File: config.mk
export PLATFORM = sky130hd
export DESIGN_NAME = alu_iter_unit_flat
export DESIGN_NICKNAME = d
export VERILOG_FILES = /design/src/rtl/alu_iter_if.sv /design/src/rtl/alu_iter_unit.sv /design/src/flat_wrapper.sv
export SDC_FILE = /design/constraint.sdc
export NUM_CORES = 1
export LEC_CHECK = 0
export ABC_AREA = 1
export CAP_MARGIN = 20
export CORE_MARGIN = 5
export CORE_UTILIZATION = 45
export DETAILED_ROUTE_END_ITERATION = 10
export PLACE_DENSITY = 0.66
export REMOVE_ABC_BUFFERS = 1
export SKIP_LAST_GASP = 1
export SYNTH_ARGS = -nofsm -noshare
export SYNTH_HDL_FRONTEND = slang
export SYNTH_SLANG_ARGS = --single-unit
File: constraint.sdc
create_clock -name clk -period 11.95 [get_ports clk]
set_clock_uncertainty 0.15 [all_clocks]
set_input_delay 2.39 -clock clk [delete_from_list [all_inputs] [get_ports clk]]
set_output_delay 2.39 -clock clk [all_outputs]
set_load 0.05 [all_outputs]
File: src/rtl/alu_iter_if.sv
// Start/done handshake and operand/result bus for alu_iter_unit.
// ALU_OVERFLOW_EN adds the registered signed-overflow flag.
interface alu_iter_if #(
  parameter int WIDTH = 32
);
  logic             start;
  logic [5:0]       Signal;
  logic [WIDTH-1:0] dataA;
  logic [WIDTH-1:0] dataB;
  logic [WIDTH-1:0] dataOut;
  logic             carryOut;
  logic             zero;
  logic             busy;
  logic             done;
`ifdef ALU_OVERFLOW_EN
  logic             ovf;
`endif

  modport master (
    output start, Signal, dataA, dataB,
`ifdef ALU_OVERFLOW_EN
    input  ovf,
`endif
    input  dataOut, carryOut, zero, busy, done
  );

  modport slave (
    input  start, Signal, dataA, dataB,
`ifdef ALU_OVERFLOW_EN
    output ovf,
`endif
    output dataOut, carryOut, zero, busy, done
  );
endinterface

File: src/rtl/alu_iter_unit.sv
// Registered ALU with iterative shift-add MULTU and HI/LO registers.
// Optional macro ALU_OVERFLOW_EN enables the ovf output.
module alu_iter_unit #(
  parameter int WIDTH = 32,
  parameter int CNT_W = 6
) (
  input  logic     clk,
  input  logic     reset,
  alu_iter_if.slave bus
);
  localparam int M = WIDTH - 1;

  localparam logic [5:0] F_AND   = 6'b100100;
  localparam logic [5:0] F_OR    = 6'b100101;
  localparam logic [5:0] F_ADD   = 6'b100000;
  localparam logic [5:0] F_SUB   = 6'b100010;
  localparam logic [5:0] F_SLT   = 6'b101010;
  localparam logic [5:0] F_MULTU = 6'b011001;
  localparam logic [5:0] F_MFHI  = 6'b010000;
  localparam logic [5:0] F_MFLO  = 6'b010010;

  typedef enum logic {IDLE, MUL} state_t;

  state_t           state_q, state_d;
  logic [CNT_W-1:0] cnt_q, cnt_d;
  logic [WIDTH-1:0] hi_q, hi_d, lo_q, lo_d;
  logic [WIDTH-1:0] whi_q, whi_d, wlo_q, wlo_d;
  logic [WIDTH-1:0] mc_q, mc_d;
  logic [WIDTH-1:0] dout_q, dout_d;
  logic             cout_q, cout_d;
  logic             zero_q, zero_d;
  logic             done_q, done_d;

  logic [WIDTH:0]   add_s, sub_s, step_s;
  logic             sub_ov, slt;

  assign add_s  = {1'b0, bus.dataA} + {1'b0, bus.dataB};
  assign sub_s  = {1'b0, bus.dataA} + {1'b0, ~bus.dataB}
                + (WIDTH+1)'(1);
  assign sub_ov = (bus.dataA[M] != bus.dataB[M])
               && (sub_s[M] != bus.dataA[M]);
  // Sign of A-B corrected by overflow gives a true signed compare
  assign slt    = sub_s[M] ^ sub_ov;
  assign step_s = {1'b0, whi_q}
                + (wlo_q[0] ? {1'b0, mc_q} : '0);

`ifdef ALU_OVERFLOW_EN
  logic ovf_q, ovf_d;
  logic add_ov;
  assign add_ov = (bus.dataA[M] == bus.dataB[M])
               && (add_s[M] != bus.dataA[M]);
  assign bus.ovf = ovf_q;
`endif

  always_comb begin
    state_d = state_q;
    cnt_d   = cnt_q;
    hi_d    = hi_q;
    lo_d    = lo_q;
    whi_d   = whi_q;
    wlo_d   = wlo_q;
    mc_d    = mc_q;
    dout_d  = dout_q;
    cout_d  = cout_q;
    zero_d  = zero_q;
    done_d  = 1'b0;
`ifdef ALU_OVERFLOW_EN
    ovf_d   = ovf_q;
`endif
    unique case (state_q)
      IDLE: begin
        if (bus.start && bus.Signal == F_MULTU) begin
          state_d = MUL;
          cnt_d   = '0;
          wlo_d   = bus.dataB;
          whi_d   = '0;
          mc_d    = bus.dataA;
        end else if (bus.start) begin
          dout_d = '0;
          cout_d = 1'b0;
          done_d = 1'b1;
`ifdef ALU_OVERFLOW_EN
          ovf_d  = 1'b0;
`endif
          unique case (1'b1)
            (bus.Signal == F_AND): dout_d = bus.dataA & bus.dataB;
            (bus.Signal == F_OR):  dout_d = bus.dataA | bus.dataB;
            (bus.Signal == F_ADD): begin
              dout_d = add_s[M:0];
              cout_d = add_s[WIDTH];
`ifdef ALU_OVERFLOW_EN
              ovf_d  = add_ov;
`endif
            end
            (bus.Signal == F_SUB): begin
              dout_d = sub_s[M:0];
              cout_d = sub_s[WIDTH];
`ifdef ALU_OVERFLOW_EN
              ovf_d  = sub_ov;
`endif
            end
            (bus.Signal == F_SLT):  dout_d = {{M{1'b0}}, slt};
            (bus.Signal == F_MFHI): dout_d = hi_q;
            (bus.Signal == F_MFLO): dout_d = lo_q;
            default: ;
          endcase
          zero_d = (dout_d == '0);
        end
      end
      MUL: begin
        whi_d = step_s[WIDTH:1];
        wlo_d = {step_s[0], wlo_q[M:1]};
        cnt_d = cnt_q + CNT_W'(1);
        if (cnt_q == CNT_W'(WIDTH - 1)) begin
          hi_d    = step_s[WIDTH:1];
          lo_d    = {step_s[0], wlo_q[M:1]};
          state_d = IDLE;
          done_d  = 1'b1;
        end
      end
      default: state_d = IDLE;
    endcase
  end

  always_ff @(posedge clk or posedge reset) begin
    if (reset) begin
      state_q <= IDLE;
      cnt_q   <= '0;
      hi_q    <= '0;
      lo_q    <= '0;
      whi_q   <= '0;
      wlo_q   <= '0;
      mc_q    <= '0;
      dout_q  <= '0;
      cout_q  <= 1'b0;
      zero_q  <= 1'b1;
      done_q  <= 1'b0;
`ifdef ALU_OVERFLOW_EN
      ovf_q   <= 1'b0;
`endif
    end else begin
      state_q <= state_d;
      cnt_q   <= cnt_d;
      hi_q    <= hi_d;
      lo_q    <= lo_d;
      whi_q   <= whi_d;
      wlo_q   <= wlo_d;
      mc_q    <= mc_d;
      dout_q  <= dout_d;
      cout_q  <= cout_d;
      zero_q  <= zero_d;
      done_q  <= done_d;
`ifdef ALU_OVERFLOW_EN
      ovf_q   <= ovf_d;
`endif
    end
  end

  assign bus.dataOut  = dout_q;
  assign bus.carryOut = cout_q;
  assign bus.zero     = zero_q;
  assign bus.done     = done_q;
  assign bus.busy     = (state_q == MUL);
endmodule
File: src/flat_wrapper.sv
// flat-port wrapper written by rule: the top's interface ports become plain ports
module alu_iter_unit_flat 
#(
  parameter int WIDTH = 32,
  parameter int CNT_W = 6
)
  (clk, reset, bus_start, bus_Signal, bus_dataA, bus_dataB, bus_dataOut, bus_carryOut, bus_zero, bus_busy, bus_done);
  alu_iter_if #(.WIDTH(WIDTH)) bus_i ();
  input  logic clk;
  input  logic reset;
  input wire logic [$bits(bus_i.start)-1:0] bus_start;
  input wire logic [$bits(bus_i.Signal)-1:0] bus_Signal;
  input wire logic [$bits(bus_i.dataA)-1:0] bus_dataA;
  input wire logic [$bits(bus_i.dataB)-1:0] bus_dataB;
  output wire logic [$bits(bus_i.dataOut)-1:0] bus_dataOut;
  output wire logic [$bits(bus_i.carryOut)-1:0] bus_carryOut;
  output wire logic [$bits(bus_i.zero)-1:0] bus_zero;
  output wire logic [$bits(bus_i.busy)-1:0] bus_busy;
  output wire logic [$bits(bus_i.done)-1:0] bus_done;
  assign bus_i.start = bus_start;
  assign bus_i.Signal = bus_Signal;
  assign bus_i.dataA = bus_dataA;
  assign bus_i.dataB = bus_dataB;
  assign bus_dataOut = bus_i.dataOut;
  assign bus_carryOut = bus_i.carryOut;
  assign bus_zero = bus_i.zero;
  assign bus_busy = bus_i.busy;
  assign bus_done = bus_i.done;
  alu_iter_unit #(.WIDTH(WIDTH), .CNT_W(CNT_W)) u_core (.clk(clk), .reset(reset), .bus(bus_i));
endmodule
* Word-level counts from Yosys, hierarchy flattened
Cells that the tools add are included.
Storage, ports and cells: bits in registers 202, input port bits 73, word-level logic and storage cells 59, output and inout bits 36
Cells by class: equality and inequality tests 12, add/subtract/negate cells 5, muxes and demuxes 19, bitwise operators 6, reductions and logical operators 6
Operators by type and width (number):
- $pmux 32 s7 | 1
- $mux 32 | 6
- $pmux 32 s2 | 2
- $add 32x32->33 | 2
- $add 32x33->33 | 1
- $add 33x1->33 const B | 1
- $and 32x32->32 | 1
- $logic_not 32->1 | 1
- $not 32->32 | 1
- $or 32x32->32 | 1
- $eq 6x6->1 const B | 5
- $eq 6x5->1 const B | 4
- $pmux 6 s2 | 1
- $add 6x1->6 const B | 1
- $mux 6 | 1
- $pmux 1 s2 | 3
- $mux 1 | 5
- $reduce_and 2->1 | 2
- $reduce_and 3->1 | 1
- $logic_and 1x1->1 | 2
- $ne 1x1->1 | 2
- $ne 2x1->1 const B | 1
- $not 1->1 | 2
- $xor 1x1->1 | 1

* Depth between registers and ports, before layout
Gate-level depths: netlist (run 1).
word-level depth 11, depth in mapped cells 27, mapped depth without buffers 26

* Worst setup path before layout (run 1)
Ideal clock, no wire load.
kind input to register, from input bus_dataB[16], to register u_core.zero_q, in the netlist u_core.bus.zero, required time 11.740 ns, slack 7.080 ns, data arrival time 4.660 ns, library setup time 0.060 ns, stages on the path 21, buffers on the path 1, cell sequence inv_1 ha_1 buf_2 nor2_1 inv_1 nor2_1 nand2_1 nor2_1 nand2_1 nand2_1 nand3_1 nand2_1 fa_1 nand2_1 o2111a_1 nand2_1 inv_1 nand3_1 nor2_1 nand2_1 nand2_1
Between the ends: word-level cells in the longest chain between the ends 11, elaborated cells between the ends (all ways) 14, those cells by class add/sub (3); eq/ne (1); mux (4); bitwise (4); reduce/logical (2)
RTL lines:
- from (decl) | line flat_wrapper.sv:14 | input wire logic [$bits(bus_i.dataB)-1:0] bus_dataB;
- $not 32->32 | line alu_iter_unit.sv:38 | assign sub_s = {1'b0, bus.dataA} + {1'b0, ~bus.dataB}
- $add 32x32->33 | line alu_iter_unit.sv:38
- $add 33x1->33 | line alu_iter_unit.sv:39 | + (WIDTH+1)'(1);
- $ne 1x1->1 | line alu_iter_unit.sv:41 | && (sub_s[M] != bus.dataA[M]);
- $logic_and 1x1->1 | line alu_iter_unit.sv:41
- $xor 1x1->1 | line alu_iter_unit.sv:43 | assign slt = sub_s[M] ^ sub_ov;
- $pmux 32 s7 (*) | line alu_iter_unit.sv:85 | unique case (1'b1)
- $mux 32 (*) | line alu_iter_unit.sv:78 | end else if (bus.start) begin
- $mux 32 (*) | line alu_iter_unit.sv:72 | if (bus.start && bus.Signal == F_MULTU) begin
- $mux 32 (*) | line alu_iter_unit.sv:70 | unique case (state_q)
- $logic_not 32->1 (*) | line alu_iter_unit.sv:107 | zero_d = (dout_d == '0);
- to (signal assigned) | line alu_iter_unit.sv:151 | zero_q <= zero_d;
- to (decl) | line alu_iter_unit.sv:31 | logic zero_q, zero_d;
Every way passes the cells marked *; elsewhere a longest branch is shown, timed or not. The select of a mux whose other input is x is not followed. A chain may end at the register's enable or synchronous reset.

* Worst setup path after layout (run 1)
from input bus_dataA[9], to register u_core.zero_q, in the netlist u_core.bus.zero
Between the ends: word-level cells in the longest chain between the ends 10, elaborated cells between the ends (all ways) 13, those cells by class add/sub (3); eq/ne (1); mux (4); bitwise (3); reduce/logical (2)
RTL lines:
- from (decl) | line flat_wrapper.sv:13 | input wire logic [$bits(bus_i.dataA)-1:0] bus_dataA;
- $add 32x32->33 | line alu_iter_unit.sv:38
- $add 33x1->33 | line alu_iter_unit.sv:39
- $ne 1x1->1 | line alu_iter_unit.sv:41
- $logic_and 1x1->1 | line alu_iter_unit.sv:41
- $xor 1x1->1 | line alu_iter_unit.sv:43
- $pmux 32 s7 (*) | line alu_iter_unit.sv:85
- $mux 32 (*) | line alu_iter_unit.sv:78
- $mux 32 (*) | line alu_iter_unit.sv:72
- $mux 32 (*) | line alu_iter_unit.sv:70
- $logic_not 32->1 (*) | line alu_iter_unit.sv:107
Marked as above.

==> results of run 1 <==
flip-flops by register name, summed over array words and instances, names as in the netlist:
name,count
u_core.bus.busy,1
u_core.lo_q,32
u_core.cnt_q,6
u_core.mc_q,32
u_core.bus.carryOut,1
u_core.bus.done,1
u_core.hi_q,32
u_core.wlo_q,32
u_core.bus.dataOut,32
u_core.whi_q,32
u_core.bus.zero,1
how the worst max path moves through the flow:
stage | cells after the start | from | end | slack [ps]
finish | 25 | bus_dataA[9] | u_core.bus.zero$_DFFE_PP1P_ | 6170
global route | 25 | bus_dataA[3] | u_core.bus.zero$_DFFE_PP1P_ | 5810
CTS | 25 | bus_dataA[9] | u_core.bus.zero$_DFFE_PP1P_ | 6190
detailed placement | 25 | bus_dataA[9] | u_core.bus.zero$_DFFE_PP1P_ | 5650
global placement | 23 | bus_dataA[18] | u_core.bus.zero$_DFFE_PP1P_ | 5590
floorplan | 1 | reset | u_core.bus.busy$_DFF_PP0_ | 3900
per-stage QoR:
stage	hold slack, ps	worst slack (ps)	power (mW)	std cells	instance area [um2]
after floorplan	299	3900	1.13	2430	16100
after global placement	313	5590	1.32	3018	17900
after detailed placement	315	5650	1.33	3018	17900
after CTS	331	6190	2.11	3061	18800
after global routing	339	5810	2.21	3061	18800
final	324	6170	2.10	3061	18800
critical path, stage by stage:
cell and delay (ps):
clkdlybuf4s50_1 590, inv_1 80, ha_1 430, nor2_1 240, nand2_1 140, nor2_1 110, nand2_1 60, nand3_1 170
nand2_1 120, nand2_1 100, nand3_1 70, nand2_1 90, fa_1 280, inv_1 70, nand4_1 90, nand3_1 150
nor2_1 180, nand2_1 80, nor2_1 110, nand3_1 80, nor2_1 140, nand3_1 100, nor2_1 100, nand2_1 60
nand2_1 60
routing by layer:
metal / global-route usage [%] / vias to the layer above / part of all wire, %
met5: 0 / - / 0
met4: 6.59 / 0 / 2.3
met3: 3.34 / 80 / 5.5
met2: 47.1 / 452 / 45
met1: 42.3 / 7827 / 47
li1: - / 8057 / -
cells by family (layout without fill, tap and decap cells):
group / after synthesis / after routing
AOI/OAI and AO/OA: 361 / 361
xor gates and xnor gates: 18 / 18
adders and majority gates: 135 / 135
buffers and inverters: 547 / 626
DFF: 202 / 202
muxes: 32 / 32
and+or+nand+nor: 1219 / 1219
synthesized netlist by cell type (11+ instances only):
| library cell | instances | area (um2) |
|---|---|---|
| nand2_1 | 766 | 2880 |
| inv_1 | 452 | 1700 |
| dfrtp_1 | 201 | 5030 |
| nor2_1 | 199 | 747 |
| nand3_1 | 181 | 906 |
| o21ai_0 | 153 | 766 |
| ha_1 | 131 | 1640 |
| a21oi_1 | 92 | 460 |
| buf_2 | 40 | 200 |
| clkbuf_1 | 35 | 131 |
| o221ai_1 | 34 | 298 |
| mux2i_1 | 32 | 320 |
| nand4_1 | 23 | 144 |
| a211oi_1 | 14 | 105 |
| o21ai_1 | 12 | 60.1 |
| nor3_1 | 11 | 55.1 |
final cells by class:
cell class              count  area share (%)
clock buffers              32            3.64
clock inverters            11           0.774
inverters                 463            9.31
multi-input cells        1765            50.0
flip-flops and latches    202            27.0
well taps                 468            3.12
repair buffers            120            6.24
power by group:
group,internal [mW],switching [mW]
Clock,0.466,0.310
Combinational,0.170,0.373
Sequential,0.745,0.0353
==> results.toml, run 1 <==
[finish]
n_antenna_cell = 0
nets = 2784
mostFrequentLayoutCells = "nand2_1, inv_1, dfrtp_1"
drive_gt1_share_pct = 3.74
fillers = 3757
postLayoutCoreUtil_pct = 51.5
multi_input_area_um2 = 9370
area.growth.synth_to_final_pct = 13.4
layout_commonest_cell = "nand2_1"
seqCellArea_um2 = 5060

[worst_setup_path]
critPathArrivalTime_ps = 6110
cp.required_ps = 12280
reg2reg_to = "u_core.hi_q[21]$_DFFE_PP0P_"
r2r_cells = 15
end_kind = "flop"
r2r_start = "u_core.wlo_q[0]$_DFFE_PP0P_"
cp_max_fo = 7
path_class = "primary input to flop"
rrSetupSlack_ps = 8270
start_kind = "primary input"

[place]
dp_hpwl_mm = 48.7
place_congestion = 0.972
port_buffers = 108

[logic_synthesis]
syn_inst = 2514
yosysUniqueCellTypes = 57
synthSimpleGateAreaFrac_pct = 30.3
synth_area_um2 = 16500
synthAdderAreaFrac_pct = 10.4
synth_seq_cells = 202
async_flop_share_pct = 100
avgSynthCellArea_um2 = 6.58
synth_edf_count = 0
synth-compound-area-share_pct = 12.9
ys_seq_area_share_pct = 30.6
synth_top_family_by_area = "simple AND/OR/NAND/NOR gates"
synth-xor-area-share_pct = 0.953
synthMuxAreaShare_pct = 1.94
ys_warn_count = 0
ys_dominant_reg_cell = "dfrtp_1"

[worst_hold_path]
min_delay_worst_endpoint = "u_core.bus.zero$_DFFE_PP1P_"
min_from = "u_core.bus.zero$_DFFE_PP1P_"
hold_depth = 2
hold_class = "flop to flop"

[job]
maxCapViolations = 0

[grt]
grt_util_all_layers_pct = 29.2
grt_max_degree = 106
grt-ovfl-total = 0
grt_pass1_vias = 15718
antenna_found_initial = 0
grt_pass1_wl_mm = 93.3

[floorplanning]
io_pins = 109
die_height_um = 202
core-area_um2 = 36400
die_area_um2 = 40700
start_util_pct = 45.4
fp.dieW_um = 202
fp-row-count = 70

[status]
status = "completed"

[cts]
clk_pin_slew_worst_paths_ps = 60
cts_max_path_buffers = 3
cts_max_level = 1
cts.sinks = 202
cts_tree = "built"
cts_resized = 0
cts-root-buf = "clkbuf_16"
clkLatencyLatePin_ps = 540
post_cts_buffers = 0
numCtsBuffers = 24
hold_buffers = 0

[sta]
fmax_mhz = 173
finalSetupViolCount = 0
worst_slew_pin_slew_ps = 991
setup_tns_ps = 0
hold_viol = 0
slew_headroom_pct = 34.0
drv_slew = 0
period_needed_ps = 5780
finalCritPeriodShare_pct = 48.4
rsz0062_at_grt = "false"

[detailed_routing]
dr_total_vias = 16416
postRouteAntennaNets = 0
drcViolationCount = 0
wl_per_cell_um = 19.8
drt-vias-per-instance = 5.36
drt-initial-drc-count = 1294
drt-pass1-iter-count = 8
routed_wl_mm = 60.7

[power_and_ir_drop]
ir_drop_mv = 0.0797
power_density_nw_per_um2 = 112
p_leak_nw = 10.7
No activity file was read; power rests on OpenSTA's default activity.
==> inputs of run 2 (changes only) <==
==> constraint.sdc (replaced) <==
create_clock -name clk -period 6.07 [get_ports clk]
set_clock_uncertainty 0.15 [all_clocks]
set_input_delay 1.214 -clock clk [delete_from_list [all_inputs] [get_ports clk]]
set_output_delay 1.214 -clock clk [all_outputs]
set_load 0.05 [all_outputs]
==> run 2 against run 1 <==
  * Non-clock buffer count increased by 2
  * Combinational power up 99%
  * Critical endpoint unchanged
  * Wire length increased by 3.4%
  * Highest routed layer is now met5
  * Critical path depth shrank 2
  * Sequential cell count did not move
  * First-iteration DRC count increased by 1.8%
  * Final area is essentially flat
==> results.toml, run 2 (synthesis results as in run 1) <==
[cts]
cts-root-buf = "clkbuf_16"
clkLatencyLatePin_ps = 570
post_cts_buffers = 0
cts_max_level = 1
numCtsBuffers = 25
hold_buffers = 0
cts_tree = "built"
cts.sinks = 202
cts_max_path_buffers = 3
cts_resized = 0
clk_pin_slew_worst_paths_ps = 60

[floorplanning]
start_util_pct = 45.4
core-area_um2 = 36400
fp.dieW_um = 202
die_area_um2 = 40700
fp-row-count = 70
io_pins = 109
die_height_um = 202

[worst_hold_path]
hold_class = "flop to flop"
hold_depth = 2
min_from = "u_core.bus.dataOut[21]$_DFFE_PP0P_"
min_delay_worst_endpoint = "u_core.bus.dataOut[21]$_DFFE_PP0P_"

[detailed_routing]
dr_total_vias = 16479
drt-initial-drc-count = 1317
postRouteAntennaNets = 0
routed_wl_mm = 62.8
drt-pass1-iter-count = 6
drt-vias-per-instance = 5.38
wl_per_cell_um = 20.5
drcViolationCount = 0

[sta]
rsz0062_at_grt = "false"
worst_slew_pin_slew_ps = 929
finalSetupViolCount = 0
finalCritPeriodShare_pct = 71.7
hold_viol = 0
fmax_mhz = 230
slew_headroom_pct = 38.0
period_needed_ps = 4350
drv_slew = 0

[power_and_ir_drop]
p_leak_nw = 10.7
ir_drop_mv = 0.210
p_int_mw = 2.66
pwr-share-seq_pct = 37.4
pwr-share-clk_pct = 36.3
pwr-share-comb_pct = 26.3
power_density_nw_per_um2 = 219
power_switching_mw = 1.44
switching_share_pct = 35.2

[finish]
postLayoutCoreUtil_pct = 51.5
area.growth.synth_to_final_pct = 13.4
fin_area_um2 = 18800
layout_commonest_cell = "nand2_1"
n_antenna_cell = 0
drive_gt1_share_pct = 3.77
mostFrequentLayoutCells = "nand2_1, inv_1, dfrtp_1"
nets = 2787

[grt]
grt-ovfl-total = 0
grt_pass1_vias = 16067
grt_max_degree = 130
grt_util_all_layers_pct = 30.2
antenna_found_initial = 2
grt_pass1_wl_mm = 95.8

[worst_setup_path]
r2r_cells = 15
start_kind = "primary input"
end_kind = "flop"
cp_max_fo = 8
cp.required_ps = 6430
path_class = "primary input to flop"
reg2reg_to = "u_core.hi_q[21]$_DFFE_PP0P_"
r2r_start = "u_core.wlo_q[0]$_DFFE_PP0P_"
rrSetupSlack_ps = 2440
critPathArrivalTime_ps = 4710

[place]
dp_hpwl_mm = 50.5
dpl_cell_area_um2 = 18000
place_congestion = 0.981
port_buffers = 108

[status]
status = "completed"

[job]
maxCapViolations = 0
run 2: layout make-up:
cell class	instances	area, um2
Fill cell	3757	17700
Clock buffer	36	707
Clock inverter	9	100
Tap cell	468	586
Timing Repair Buffer	122	1200
Inverter	463	1750
Multi-Input combinational cell	1765	9370
Sequential cell	202	5060
run 2: worst max-delay path, cell delays in order:
cell,delay (ps)
clkdlybuf4s50_1,570
inv_1,110
ha_1,470
inv_1,130
nand2_1,70
nand2_1,90
nand2_1,90
nand2_1,80
nand2_1,70
nand2_1,70
a21oi_1,230
nand2_1,120
nand3_1,90
nand2_1,70
fa_1,440
nand2_1,80
o2111a_1,180
nand2_1,50
inv_1,80
nand3_1,110
nor2_1,150
nand2_1,70
nand2_1,50
run 2: worst max-delay path by stage:
stage | startpoint | endpoint | cells after the start
floorplan | reset | u_core.bus.busy$_DFF_PP0_ | 1
global placement | bus_Signal[0] | u_core.bus.zero$_DFFE_PP1P_ | 19
detailed placement | bus_Signal[0] | u_core.bus.zero$_DFFE_PP1P_ | 19
CTS | bus_Signal[0] | u_core.bus.zero$_DFFE_PP1P_ | 19
global route | bus_dataA[6] | u_core.bus.zero$_DFFE_PP1P_ | 25
finish | bus_dataB[12] | u_core.bus.zero$_DFFE_PP1P_ | 23
run 2: per-layer routing:
| metal | up-vias | routed length, um | share of wire, % | track usage (%) |
|---|---|---|---|---|
| met3 | 96 | 3600 | 5.7 | 4.06 |
| met4 | 2 | 1930 | 3.1 | 8.42 |
| met2 | 526 | 27800 | 44 | 48.4 |
| li1 | 8051 | - | - | - |
| met1 | 7804 | 29400 | 47 | 43.1 |
| met5 | - | 20 | 0.032 | 0 |
run 2: stage by stage:
stage	hold slack, ps	power [mW]	TNS (ps)	worst slack (ps)	instances
global route	341	4.32	0	1380	3065
finish	327	4.11	0	1720	3065
floorplan	299	2.23	-161420	-803	2430
detailed placement	315	2.62	0	1160	3020
CTS	329	4.12	0	1800	3065
global placement	309	2.61	0	1130	3020
run 2: power groups by stage:
stage | Clock, mW | Combinational (mW) | Sequential [mW]
floorplan | 0 | 0.618 | 1.61
global placement | 0 | 1.06 | 1.55
detailed placement | 0 | 1.07 | 1.56
CTS | 1.52 | 1.07 | 1.53
global route | 1.57 | 1.20 | 1.55
finish | 1.49 | 1.08 | 1.54
